File: src/rtl/pong_game_ctrl.sv
// rtl/pong_game_ctrl.sv - Pong game controller: frame-ticked FSM, ball/paddle physics, scoring, pixel request
module pong_game_ctrl #(
  parameter int BALL_SIZE    = 8,
  parameter int PAD_H        = 64,
  parameter int BALL_SPD     = 2,
  parameter int PAD_SPD      = 4,
  parameter int SERVE_FRAMES = 60,
  parameter int POINT_FRAMES = 30,
  parameter int WIN_SCORE    = 9
) (
  input  logic       clk,
  input  logic       reset,
  input  logic       vsync,
  input  logic [9:0] hcount,
  input  logic [9:0] vcount,
  input  logic       blank,
  input  logic       start,
  input  logic       l_up,
  input  logic       l_dn,
  input  logic       r_up,
  input  logic       r_dn,
  output logic [9:0] ball_x,
  output logic [9:0] ball_y,
  output logic [9:0] lpad_y,
  output logic [9:0] rpad_y,
  output logic [3:0] score_l,
  output logic [3:0] score_r,
  output logic [2:0] state,
  output logic       pix
);
  typedef enum logic [2:0] {
    S_IDLE  = 3'd0,
    S_SERVE = 3'd1,
    S_PLAY  = 3'd2,
    S_POINT = 3'd3,
    S_OVER  = 3'd4
  } state_t;

  localparam int CNT_MAX = (SERVE_FRAMES > POINT_FRAMES) ? SERVE_FRAMES : POINT_FRAMES;
  localparam int CNT_W   = $clog2(CNT_MAX + 1);

  localparam logic [9:0]         X_CTR   = 10'd316;
  localparam logic [9:0]         Y_CTR   = 10'd236;
  localparam logic [9:0]         PAD_RST = 10'd208;
  localparam logic signed [11:0] PAD_MAX = 12'(480 - PAD_H);
  localparam logic signed [10:0] V_POS   = 11'(BALL_SPD);
  localparam logic signed [10:0] V_NEG   = 11'(-BALL_SPD);
  localparam logic signed [10:0] Y_BOT   = 11'(480 - BALL_SIZE);
  localparam logic signed [10:0] X_LHIT  = 11'sd24;
  localparam logic signed [10:0] X_RHIT  = 11'(616 - BALL_SIZE);
  localparam logic signed [10:0] X_RMISS = 11'(640 - BALL_SIZE);
  localparam logic [3:0]         WIN     = 4'(WIN_SCORE);

  state_t           state_q, state_d;
  logic             vsync_q, vsync_d, tick_q, tick_d;
  logic [9:0]       bx_q, bx_d, by_q, by_d, lp_q, lp_d, rp_q, rp_d;
  logic             dx_neg_q, dx_neg_d, dy_neg_q, dy_neg_d;
  logic             serve_left_q, serve_left_d;
  logic [3:0]       sl_q, sl_d, sr_q, sr_d;
  logic [CNT_W-1:0] cnt_q, cnt_d;

  logic signed [10:0] nx, ny;
  logic               l_ov, r_ov, l_hit, r_hit, l_miss, r_miss;
  logic               in_ball, in_lpad, in_rpad;

  function automatic logic [9:0] pad_step(input logic [9:0] y, input logic up, input logic dn);
    logic signed [11:0] t;
    t = $signed({2'b00, y});
    if (up && !dn)      t = t - 12'(PAD_SPD);
    else if (dn && !up) t = t + 12'(PAD_SPD);
    if (t < 12'sd0)        t = 12'sd0;
    else if (t > PAD_MAX)  t = PAD_MAX;
    return t[9:0];
  endfunction

  always_comb begin
    vsync_d      = vsync;
    tick_d       = vsync_q & ~vsync;
    state_d      = state_q;
    bx_d         = bx_q;
    by_d         = by_q;
    lp_d         = lp_q;
    rp_d         = rp_q;
    dx_neg_d     = dx_neg_q;
    dy_neg_d     = dy_neg_q;
    serve_left_d = serve_left_q;
    sl_d         = sl_q;
    sr_d         = sr_q;
    cnt_d        = cnt_q;

    nx = $signed({1'b0, bx_q}) + (dx_neg_q ? V_NEG : V_POS);
    ny = $signed({1'b0, by_q}) + (dy_neg_q ? V_NEG : V_POS);
    // Overlap uses the paddle positions from before this frame's paddle move
    l_ov = ({1'b0, by_q} + 11'(BALL_SIZE) > {1'b0, lp_q}) && ({1'b0, by_q} < {1'b0, lp_q} + 11'(PAD_H));
    r_ov = ({1'b0, by_q} + 11'(BALL_SIZE) > {1'b0, rp_q}) && ({1'b0, by_q} < {1'b0, rp_q} + 11'(PAD_H));
    l_hit  = dx_neg_q && (nx <= X_LHIT) && l_ov;
    r_hit  = !dx_neg_q && (nx >= X_RHIT) && r_ov;
    l_miss = !l_hit && (nx <= 11'sd0);
    r_miss = !r_hit && (nx >= X_RMISS);

    if (tick_q) begin
      if (state_q == S_SERVE || state_q == S_PLAY || state_q == S_POINT) begin
        lp_d = pad_step(lp_q, l_up, l_dn);
        rp_d = pad_step(rp_q, r_up, r_dn);
      end
      case (state_q)
        S_IDLE, S_OVER: begin
          if (start) begin
            state_d      = S_SERVE;
            sl_d         = 4'd0;
            sr_d         = 4'd0;
            cnt_d        = '0;
            serve_left_d = 1'b0;
            bx_d         = X_CTR;
            by_d         = Y_CTR;
          end
        end
        S_SERVE: begin
          bx_d = X_CTR;
          by_d = Y_CTR;
          if (cnt_q == CNT_W'(SERVE_FRAMES - 1)) begin
            state_d  = S_PLAY;
            cnt_d    = '0;
            dx_neg_d = serve_left_q;
            dy_neg_d = 1'b0;
          end else begin
            cnt_d = cnt_q + 1'b1;
          end
        end
        S_PLAY: begin
          if (l_miss || r_miss) begin
            state_d = S_POINT;
            cnt_d   = '0;
            // Serve goes toward whoever just lost the point
            if (l_miss) begin
              sr_d         = (sr_q >= WIN) ? sr_q : sr_q + 4'd1;
              serve_left_d = 1'b1;
            end else begin
              sl_d         = (sl_q >= WIN) ? sl_q : sl_q + 4'd1;
              serve_left_d = 1'b0;
            end
          end else begin
            if (l_hit) begin
              bx_d     = 10'd24;
              dx_neg_d = 1'b0;
            end else if (r_hit) begin
              bx_d     = X_RHIT[9:0];
              dx_neg_d = 1'b1;
            end else begin
              bx_d = nx[9:0];
            end
            if (ny <= 11'sd0) begin
              by_d     = 10'd0;
              dy_neg_d = 1'b0;
            end else if (ny >= Y_BOT) begin
              by_d     = Y_BOT[9:0];
              dy_neg_d = 1'b1;
            end else begin
              by_d = ny[9:0];
            end
          end
        end
        S_POINT: begin
          if (cnt_q == CNT_W'(POINT_FRAMES - 1)) begin
            cnt_d = '0;
            if (sl_q == WIN || sr_q == WIN) begin
              state_d = S_OVER;
            end else begin
              state_d = S_SERVE;
              bx_d    = X_CTR;
              by_d    = Y_CTR;
            end
          end else begin
            cnt_d = cnt_q + 1'b1;
          end
        end
        default: state_d = S_IDLE;
      endcase
    end
  end

  always_ff @(posedge clk) begin
    if (reset) begin
      state_q      <= S_IDLE;
      vsync_q      <= 1'b1;
      tick_q       <= 1'b0;
      bx_q         <= X_CTR;
      by_q         <= Y_CTR;
      lp_q         <= PAD_RST;
      rp_q         <= PAD_RST;
      dx_neg_q     <= 1'b0;
      dy_neg_q     <= 1'b0;
      serve_left_q <= 1'b0;
      sl_q         <= 4'd0;
      sr_q         <= 4'd0;
      cnt_q        <= '0;
    end else begin
      state_q      <= state_d;
      vsync_q      <= vsync_d;
      tick_q       <= tick_d;
      bx_q         <= bx_d;
      by_q         <= by_d;
      lp_q         <= lp_d;
      rp_q         <= rp_d;
      dx_neg_q     <= dx_neg_d;
      dy_neg_q     <= dy_neg_d;
      serve_left_q <= serve_left_d;
      sl_q         <= sl_d;
      sr_q         <= sr_d;
      cnt_q        <= cnt_d;
    end
  end

  always_comb begin
    in_ball = ({1'b0, hcount} >= {1'b0, bx_q}) && ({1'b0, hcount} < {1'b0, bx_q} + 11'(BALL_SIZE)) &&
              ({1'b0, vcount} >= {1'b0, by_q}) && ({1'b0, vcount} < {1'b0, by_q} + 11'(BALL_SIZE));
    in_lpad = (hcount >= 10'd16) && (hcount < 10'd24) &&
              ({1'b0, vcount} >= {1'b0, lp_q}) && ({1'b0, vcount} < {1'b0, lp_q} + 11'(PAD_H));
    in_rpad = (hcount >= 10'd616) && (hcount < 10'd624) &&
              ({1'b0, vcount} >= {1'b0, rp_q}) && ({1'b0, vcount} < {1'b0, rp_q} + 11'(PAD_H));
    pix     = blank && (in_ball || in_lpad || in_rpad);
  end

  assign ball_x  = bx_q;
  assign ball_y  = by_q;
  assign lpad_y  = lp_q;
  assign rpad_y  = rp_q;
  assign score_l = sl_q;
  assign score_r = sr_q;
  assign state   = state_q;
endmodule

File: config.mk
export PLATFORM = sky130hd
export DESIGN_NAME = pong_game_ctrl
export DESIGN_NICKNAME = d
export VERILOG_FILES = /design/src/rtl/pong_game_ctrl.sv
export SDC_FILE = /design/constraint.sdc
export NUM_CORES = 1
export LEC_CHECK = 0
export ABC_AREA = 1
export CAP_MARGIN = 0
export CORE_MARGIN = 2
export CORE_UTILIZATION = 63
export CTS_CLUSTER_DIAMETER = 60
export DETAILED_ROUTE_END_ITERATION = 10
export PLACE_DENSITY = 0.89
export SYNTH_ARGS = -nofsm -noshare
export SYNTH_HDL_FRONTEND = slang
export SYNTH_SLANG_ARGS = --single-unit
File: constraint.sdc
create_clock -name clk -period 8.3 [get_ports clk]
set_input_delay 2.49 -clock clk [delete_from_list [all_inputs] [get_ports clk]]
set_output_delay 2.49 -clock clk [all_outputs]
set_load 0.02 [all_outputs]
==> out/metrics.cfg, run 1 <==
[run_status]
status=complete, no violations

[place]
gp_congestion=0.995
io_buffers=72
placed_cell_area_um2=7860
post-place-ws_ns=0.761
dp_hpwl_um=14300
dpl.cell_count=1259

[clock_network]
cts_root_buffer=clkbuf_8
cts_tree=done
cts_resized=0
post_cts_buffers=0
cts_made_buffers=5
clk_pin_slew_ns=0.10
cts-htree-levels=2
insertion_delay_ns=0.31
clock_path_buffers=2
clkSinkCount=56
cts_hold_buf=0

[logic_synthesis]
ys_seq_elements=56
ys_top_cells_by_count=nand2_1 (221), inv_1 (147), ha_1 (120)
yosys-top-cells-area=ha_1 (21%), dfxtp_1 (16%), nand2_1 (12%), inv_1 (7.8%), a21oi_1 (5.9%)
syn-instance-count=1061
synth-seq-area-share_pct=15.9
async_flop_share_pct=0
yosysWarnings=0
synth.most_common_cell=nand2_1
yosys.area.top_type=ha_1
ys.flop_type=dfxtp_1
synth_edf_count=0
syn-cell-area_um2=7060
post_synth_num_cell_types=49
syn_avg_cell_area_um2=6.65
yosys.area.top_type_share_pct=21.3

[cells_and_area]
diodes=0
drive_gt1_share_pct=5.86
nNetsFinal=1277
area_growth_pct=12.6
stdcell_count=1267
final_core_util_pct=73.0
fin_area_um2=7950
nFillCells=942

[power]
peakVddDrop_uv=93.3
pwr_density_cell_nw_per_um2=81.8
leakage_nw=3.77
power_mw=0.650

[detailed_routing]
routed_wl_um=18200
drtAntennaViolNets=0
vias=7238
initialDrtViolationCount=520
wl_per_cell_um=14.3
drc=0
via_per_inst=5.71
drt_first_pass_iters=5

[setup_path]
slowest_delay_ns=0.60
crit_type=input pin to output pin
critPathMaxFanout=3
crit_start=vcount[2]
critical_path.endpoint_type=output pin
worstRegToRegCells=19
cp_common_cell=nand2_1
cp.arrival_ns=5.08
crit_chain=clkdlybuf4s50_1 -> ha_1 -> or2_2 -> a21oi_1 -> o21bai_1 -> a21oi_1 -> o21bai_1 -> nand2_1 -> nand2_1 -> nand2_1 -> nand2_1 -> a31oi_1 -> a21boi_0 -> clkdlybuf4s50_1
worst_ep_required_time_ns=5.81
reg2reg_slack_ns=4.64
crit_end=pix
startpoint_type=input pin
timing.rr.end=ball_y[1]$_SDFFE_PP0P_
slowest_stage=clkdlybuf4s50_1
r2r-start=ball_y[4]$_SDFFE_PP0P_

[timing]
rsz0062_at_grt=false
tns_ns=0
timing.final.ws_setup_ns=0.726
drv_slew=0
fmax_mhz=132
finalHoldViolations=0
skew_ns=0.00634
relSlewSlack_pct=52.5
fin_crit_sh_pct=91.3
period_minus_slack_ns=7.57
fin_hold_ws_ns=0.414
final-setup-viol-count=0
worstMarginPinSlew_ns=0.712

[grt]
grtUsageTotal_pct=30.7
grt_max_degree=34
antenna_found_initial=0
first_global_vias=6509
grt_pass1_wl_um=29900
gr-total-overflow=0

[job]
max_cap_viol_count=0

[die]
die_w_um=110
core_area_um2=10900
die_h_um=110
initial_core_util_pct=64.8
pin_count=81
dieArea_um2=12100
rows=38

[worst_hold_path]
hp-class=flip-flop to flip-flop

final cells by class:
cell class                 count  area (um2)  share of cell area [%]
timing repair buffer          74         736                    9.25
tap                          140         175                    2.20
sequential                    56        1120                    14.1
clock inverter                 1        7.51                  0.0944
inverter                     151         567                    7.13
multi-input combinational    838        5260                    66.1
clock buffer                   7        86.3                    1.09
how the worst min path moves through the flow:
stage                             startpoint           endpoint  cells after the start  slack, ns
after floorplan           vsync_q$_SDFF_PP1_  tick_q$_SDFF_PP0_                      2       0.39
after global placement    vsync_q$_SDFF_PP1_  tick_q$_SDFF_PP0_                      2       0.40
after detailed placement  vsync_q$_SDFF_PP1_  tick_q$_SDFF_PP0_                      2       0.40
after CTS                 vsync_q$_SDFF_PP1_  tick_q$_SDFF_PP0_                      2       0.42
after global routing      vsync_q$_SDFF_PP1_  tick_q$_SDFF_PP0_                      2       0.45
final                     vsync_q$_SDFF_PP1_  tick_q$_SDFF_PP0_                      2       0.41
power breakdown:
group	internal, mW	switching, mW	leakage, nW
logic	0.0817	0.123	3.27
clock network	0.0681	0.0895	0.0445
registers	0.275	0.0129	0.454
total	0.425	0.225	3.77
state kept, by name, indices dropped and copies added (netlist names), 3 cells and up:
name     cells
ball_x       9
ball_y       9
lpad_y       8
rpad_y       8
cnt_q        6
score_l      4
score_r      4
state        3
worst max-delay path, delay by kind of cell:
| kind | cells | cell delay [ns] |
|---|---|---|
| AND/OR/NAND/NOR | 5 | 0.49 |
| adder cells (fa/ha/maj) | 1 | 0.27 |
| AO/OA/AOI/OAI | 6 | 0.68 |
| buffers and inverters | 2 | 1.14 |
kinds of logic (layout without fill, tap and decap cells):
family / after synthesis / after routing / share of synthesized area, %
buffers and inverters: 172 / 233 / 9.89
and+or+nand+nor: 473 / 473 / 31.1
xor gates and xnor gates: 36 / 36 / 4.47
DFF: 56 / 56 / 15.9
other: 1 / 6 / 0.0531
AOI/OAI and AO/OA: 201 / 201 / 16.8
adders and majority gates: 122 / 122 / 21.8
placed cells by master (no fill, tap or decap), types with 30 or more instances in the layout:
master	Yosys	routed
nand2_1	221	221
nand3_1	64	64
clkdlybuf4s50_1	0	72
a21oi_1	83	83
inv_1	147	147
xor2_1	30	30
ha_1	120	120
nor2_1	87	87
dfxtp_1	56	56
o21ai_0	51	51
routing by layer:
layer	vias up	global-route usage (%)	share of wire, %
met3	58	3.14	6.2
met5	-	0	0
met2	236	53.8	48
li1	3678	-	-
met1	3266	38.9	43
met4	0	10.5	3.2
(Power assumes the default switching activity.)
==> inputs of run 2 (changes only) <==
==> constraint.sdc (replaced) <==
create_clock -name clk -period 8.3 [get_ports clk]
set_input_delay 2.49 -clock clk [delete_from_list [all_inputs] [get_ports clk]]
set_output_delay 2.49 -clock clk [all_outputs]
set_load 0.01 [all_outputs]
==> run 2 against run 1 <==
Clock power barely moved; cell area did not move; maximum frequency up 0.71%; via count rose by 0.23%; non-clock buffer count unchanged; combinational power is 3% lower; first-iteration DRC count grew 2.1%; critical path type unchanged.
==> out/metrics.cfg, run 2 (same netlist as run 1, synthesis figures left out) <==
[timing]
drv_slew=0  ; unchanged
worstMarginPinSlew_ns=0.735  ; +0.0228 ns
fin_hold_ws_ns=0.414  ; +0.000461 ns
tns_ns=0  ; unchanged
final-setup-viol-count=0  ; unchanged
fmax_mhz=133  ; +0.71%
rsz0062_at_grt=false
fin_crit_sh_pct=90.6  ; -0.64 points
finalHoldViolations=0  ; unchanged
skew_ns=0.00663  ; +0.000297 ns
relSlewSlack_pct=50.9  ; -1.5 points
period_minus_slack_ns=7.52  ; -0.0534 ns

[detailed_routing]
vias=7255  ; +0.23%
via_per_inst=5.73  ; +0.23%
drt_first_pass_iters=5  ; unchanged
routed_wl_um=18400  ; +1.2%
wl_per_cell_um=14.5  ; +1.2%
drtAntennaViolNets=0  ; unchanged
drc=0  ; unchanged
initialDrtViolationCount=531  ; +2.1%

[cells_and_area]
diodes=0  ; unchanged
fin_area_um2=7950  ; unchanged
mostFrequentLayoutCells=nand2_1 (221), inv_1 (147), ha_1 (120)
area_growth_pct=12.6  ; unchanged
drive_gt1_share_pct=5.86  ; unchanged
final_core_util_pct=73.0  ; unchanged
nNetsFinal=1277  ; unchanged
final_common_cell=nand2_1

[grt]
first_global_vias=6734  ; +3.5%
grtUsageTotal_pct=31.0  ; +0.31 points
grt_max_degree=34  ; unchanged
gr-total-overflow=0  ; unchanged
grt_pass1_wl_um=30300  ; +1.3%
antenna_found_initial=0  ; unchanged

[clock_network]
clock_path_buffers=2  ; unchanged
cts_tree=done
cts-htree-levels=2  ; unchanged
cts_root_buffer=clkbuf_8
cts_made_buffers=5  ; unchanged
clk_pin_slew_ns=0.10  ; about the same
clkSinkCount=56  ; unchanged
cts_hold_buf=0  ; unchanged
insertion_delay_ns=0.31  ; about the same
post_cts_buffers=0  ; unchanged
cts_resized=0  ; unchanged

[die]
dieArea_um2=12100  ; unchanged
core_area_um2=10900  ; unchanged
initial_core_util_pct=64.8  ; unchanged
die_w_um=110  ; unchanged
rows=38  ; unchanged
pin_count=81  ; unchanged
die_h_um=110  ; unchanged

[setup_path]
worst_ep_required_time_ns=5.81  ; about the same
crit_type=input pin to output pin
critical_path.endpoint_type=output pin
startpoint_type=input pin
worstRegToRegCells=18  ; -1
critPathMaxFanout=3  ; unchanged
crit_start=vcount[2]
r2r-start=ball_y[3]$_SDFFE_PP1P_
cp.arrival_ns=5.03  ; -0.05 ns

[place]
placed_cell_area_um2=7860  ; unchanged
gp_congestion=0.996  ; about the same
dp_hpwl_um=14500  ; +1.2%
io_buffers=72  ; unchanged

[power]
power_mw=0.647  ; -0.48%
pwr_density_cell_nw_per_um2=81.4  ; -0.48%
peakVddDrop_uv=71.8  ; -23%
leakage_nw=3.77  ; unchanged

[job]
max_cap_viol_count=0  ; unchanged

[worst_hold_path]
hp-class=flip-flop to flip-flop
min_from=vsync_q$_SDFF_PP1_
min_delay_path_depth=2  ; unchanged

[run_status]
status=complete, no violations

==> run 2: cell counts in the layout (fill, tap and decap cells not counted) <==
No cell type changed its count.
==> run 2: stage by stage <==
stage | setup slack [ns] | instances
final | 0.779 | 1267
after global routing | 0.549 | 1267
after CTS | 0.800 | 1267
after detailed placement | 0.828 | 1259
after global placement | 0.826 | 1259
after floorplan | 1.90 | 1066
==> run 2: worst paths after layout <==
check	to	slack (ns)
max	pix	0.78
min	tick_q$_SDFF_PP0_	0.41
max reg2reg	ball_y[1]$_SDFFE_PP0P_	4.62
min reg2reg	tick_q$_SDFF_PP0_	0.41
==> run 2: cell type report <==
class | instances | area (um2)
multi-input combinational | 838 | 5260
fill | 934 | 2940
sequential | 56 | 1120
timing repair buffer | 74 | 736
inverter | 151 | 567
tap | 140 | 175
clock buffer | 7 | 86.3
clock inverter | 1 | 7.51
==> run 2: per-layer routing <==
layer	track usage, %	part of all wire, %	vias up
met5	0	0	-
met4	10.3	2.9	0
met3	3.79	5.2	55
met2	55.7	49	222
met1	37.9	43	3302
li1	-	-	3676
==> run 2: worst max-delay path, cell delays in order <==
cell	delay [ns]
clkdlybuf4s50_1	0.59
ha_1	0.26
or2_2	0.28
a21oi_1	0.15
o21bai_1	0.08
a21oi_1	0.15
o21bai_1	0.08
nand2_1	0.06
nand2_1	0.04
nand2_1	0.05
nand2_1	0.06
a31oi_1	0.14
a21boi_0	0.10
clkdlybuf4s50_1	0.48
==> run 2: power breakdown <==
| part | switching, mW | internal [mW] |
|---|---|---|
| Combinational | 0.118 | 0.0815 |
| Clock | 0.0919 | 0.0682 |
| Sequential | 0.0128 | 0.275 |
==> RTL edit 1, RTL diff (settings of run 1) <==
Set the parameter `SERVE_FRAMES` to 30 (it was 60).
--- a/src/rtl/pong_game_ctrl.sv
+++ b/src/rtl/pong_game_ctrl.sv
@@ -5,5 +5,5 @@
   parameter int BALL_SPD     = 2,
   parameter int PAD_SPD      = 4,
-  parameter int SERVE_FRAMES = 60,
+  parameter int SERVE_FRAMES = 30,
   parameter int POINT_FRAMES = 30,
   parameter int WIN_SCORE    = 9
Behaviour: no difference found for any inputs over 4 cycles, from zero or initial values and one cycle with reset high; that may be too few to reach the edited logic, so the function may still have changed.
==> RTL edit 1 against run 1 <==
Synthesized cell count is 1.8% lower; total power rose by 4.8%; wire length rose by 0.47%; synthesized area is 2.6% lower; hold slack better by 8.1 ps; die area is 2.6% lower; first-iteration DRC count fell by 5.2%; utilization fell by 0.57 points; sequential share of layout area is essentially flat; design area fell by 2.1%; sequential cell count shrank 1; worst setup slack worse by 15 ps; critical path type unchanged; highest routed layer unchanged.
==> RTL edit 1: results <==
[synthesis]
ys_top_cells_by_count = "nand2_1, inv_1, ha_1"
synth_cell_types = 47
synth_area_leaders = "ha_1, dfxtp_1, nand2_1"
postSynthAreaPerCell_um2 = 6.60

[finish]
layout.nets = 1260
fill_cells = 947
drive_gt1_share_pct = 5.14

[global_routing]
grt_usage_pct = 31.8
grt_max_degree = 31

[worst_setup_path]
crit_fanout = 2
worstPathArrival_ps = 5100
reg2reg_depth = 20
r2r-end = "cnt_q[4]$_SDFFE_PP0P_"
critical_path.max_stage_delay_ps = 630

[routing]
dr.pass1.iters = 7
dr.first_iter.drc_count = 493
wl_per_cell_um = 14.6
viasPerCell = 5.77

[clocking]
clkTransAtPathRegs_ps = 130
clkLatencyLatePin_ps = 360

[sta]
slew-limit-headroom_pct = 39.5
skew_ps = 15.0

[pwr]
p_leak_nw = 3.84
ir_drop_v = 0.0000879
switching_share_pct = 38.4
p_seq_share_pct = 41.8

[placed_design]
dp_hpwl_um = 14100
dp_cells = 1242

[status]
run_status = "completed"
[RTL edit 1: cell type report]
cell class	count	share of cell area, %
repair buffers	75	9.54
multi-input cells	829	65.9
inverters	143	6.89
clock inverters	3	0.434
clock buffers	5	0.884
flip-flops and latches	55	14.1
well taps	140	2.25
[RTL edit 1: cell families after synthesis]
kind of cell	share of synthesized area (%)
xor+xnor	4.46
buf+inv	9.65
simple gates	31.4
other cells	0.0546
flops	16.0
compound gates	16.0
fa+ha+maj	22.4
[RTL edit 1: how the worst max path moves through the flow]
| stage | slack (ps) | startpoint | end | cells after the start |
|---|---|---|---|---|
| finish | 710 | vcount[1] | pix | 11 |
| global route | 600 | vcount[1] | pix | 11 |
| CTS | 700 | vcount[6] | pix | 10 |
| detailed placement | 700 | vcount[6] | pix | 10 |
| global placement | 720 | vcount[6] | pix | 10 |
| floorplan | 1640 | hcount[1] | pix | 11 |
[RTL edit 1: per-stage QoR]
stage               util, %  setup WS, ps
floorplan                 -          1640
global placement       71.5           722
detailed placement     71.5           698
CTS                    72.5           705
global route           72.5           596
finish                 72.5           711
[RTL edit 1: power groups by stage]
stage                     sequential (W)  clock, W  combinational [W]
after floorplan                 0.000292         0           0.000141
after global routing            0.000286  0.000197           0.000239
after global placement          0.000290         0           0.000201
after detailed placement        0.000290         0           0.000207
final                           0.000285  0.000186           0.000211
after CTS                       0.000284  0.000186           0.000209
[RTL edit 1: worst min-delay path, cell delays in order, from the launching register on]
cell and delay (ps):
dfxtp_1 320, inv_1 40, nor2_1 40
[RTL edit 1: metal layers]
layer	track usage [%]	part of all wire, %	vias to the layer above
met2	55.2	48	269
li1	-	-	3628
met5	0	0	-
met4	13.6	3.4	0
met3	5.49	6.8	59
met1	38.4	42	3259
==> RTL edit 2, RTL diff (settings of run 1) <==
Without the edit above. Take the reset off `sl_q` and `sr_q` and load them in a clocked block of their own.
--- a/src/rtl/pong_game_ctrl.sv
+++ b/src/rtl/pong_game_ctrl.sv
@@ -192,6 +192,4 @@
       dy_neg_q     <= 1'b0;
       serve_left_q <= 1'b0;
-      sl_q         <= 4'd0;
-      sr_q         <= 4'd0;
       cnt_q        <= '0;
     end else begin
@@ -206,8 +204,11 @@
       dy_neg_q     <= dy_neg_d;
       serve_left_q <= serve_left_d;
-      sl_q         <= sl_d;
-      sr_q         <= sr_d;
       cnt_q        <= cnt_d;
     end
+  end
+
+  always_ff @(posedge clk) begin
+    sl_q <= sl_d;
+    sr_q <= sr_d;
   end
 
Function: same outputs for any inputs over 4 cycles, from zero or initial values and one cycle with reset high; that may be too few to reach the edited logic, so the function may still have changed.
==> RTL edit 2 against run 1 <==
Sequential cell count unchanged; synthesized area up 0.76%; highest routed layer unchanged; worst setup slack worse by 82 ps; wire length up 4.1%; register-to-register slack better by 70 ps; clock power up 46%; largest power group unchanged; design area up 1.2%; total power up 15%.
==> RTL edit 2: results <==
[global_routing]
grt_pass1_wl_um = 30800
grt_pass1_vias = 6784
grt_usage_pct = 31.9
antenna_found_initial = 0
grt_max_degree = 27

[routing]
met2_length_um = 8930
dr.pass1.iters = 8
met3_length_um = 1490
dr.first_iter.drc_count = 587
wl_per_cell_um = 14.7
vias = 7455
viasPerCell = 5.78
m1WireLength_um = 7830
top_layer_used = "met4"

[worst_setup_path]
crit_fanout = 6
worstPathArrival_ps = 5170
critPathSlowestCell = "clkdlybuf4s50_1"
critical_path.max_stage_delay_ps = 690

[synthesis]
synth_area_leaders = "ha_1, nand2_1, dfxtp_1"
synth_cell_types = 54
ys_top_cells_by_count = "nand2_1, inv_1, ha_1"
synth_fa_ha_area_share_pct = 21.7
yosysSeqAreaShare_pct = 16.9
postSynth.asyncResetShare_pct = 0
synth_compound_area_share_pct = 13.8
syn_inst = 1085
synthXorXnorAreaFrac_pct = 3.32
synth-edff-count = 8

[clocking]
clkLatencyLatePin_ps = 320
htreeDepth = 2
cts_root_buffer = "clkbuf_16"
cts_resized = 0
clkTransAtPathRegs_ps = 80
cts_setup_buffers = 0
cts_buffer_depth = 2

[sta]
worst_pin_slew_ps = 1060
skew_ps = 13.4

[status]
run_status = "completed"

[finish]
fill_cells = 903
drive_gt1_share_pct = 4.87
multiInputGateArea_um2 = 5240
antenna_cells = 0

[placed_design]
numPortBuffers = 72
pre_cts_ws_ps = 665
gp_congestion = 0.988
dp_cells = 1281
dp_hpwl_um = 14500
placed_cell_area_um2 = 7900

[pwr]
p_leak_nw = 3.88
ir_drop_v = 0.000111
p_switching_w = 0.000264
==> RTL edit 2: cell count changes in the layout (fill, tap and decap cells not counted), moves of 8 or more <==
cell      before  now
nand3_1       64   75
edfxtp_1       0    8
xor2_1        30   22
o21ai_1       12    3
nor2_1        87   96
dfxtp_1       56   48
nand2_1      221  258
==> RTL edit 2: routing by layer <==
metal	track usage, %	vias up
met1	38.7	3332
met2	56.3	307
met5	0	-
met4	11.7	0
met3	5.64	76
li1	-	3740
==> RTL edit 2: path summary, 6_finish.rpt <==
kind,start,to,slack (ps),cells after the start
max,vcount[6],pix,640,12
min,vsync_q$_SDFF_PP1_,tick_q$_SDFF_PP0_,410,2
max reg2reg,ball_y[4]$_SDFFE_PP0P_,score_l[0]$_SDFFCE_PN0P_,4710,17
min reg2reg,vsync_q$_SDFF_PP1_,tick_q$_SDFF_PP0_,410,2
==> RTL edit 2: tightest hold or removal path: stages (launching register included) <==
cell,delay (ps)
dfxtp_1,310
inv_1,40
nor2_1,30
==> RTL edit 2: power groups by stage <==
| stage | logic, W | clock network, W | registers [W] |
|---|---|---|---|
| CTS | 0.000218 | 0.000231 | 0.000296 |
| global placement | 0.000209 | 0 | 0.000302 |
| global route | 0.000249 | 0.000241 | 0.000298 |
| finish | 0.000221 | 0.000230 | 0.000297 |
| floorplan | 0.000150 | 0 | 0.000305 |
| detailed placement | 0.000216 | 0 | 0.000302 |
==> RTL edit 2: area by class of cell <==
cell class	count	share of cell area (%)
clock buffer	5	1.55
tap	140	2.18
multi-input combinational	862	65.0
inverter	150	6.99
clock inverter	3	0.280
sequential	56	14.9
timing repair buffer	73	9.04
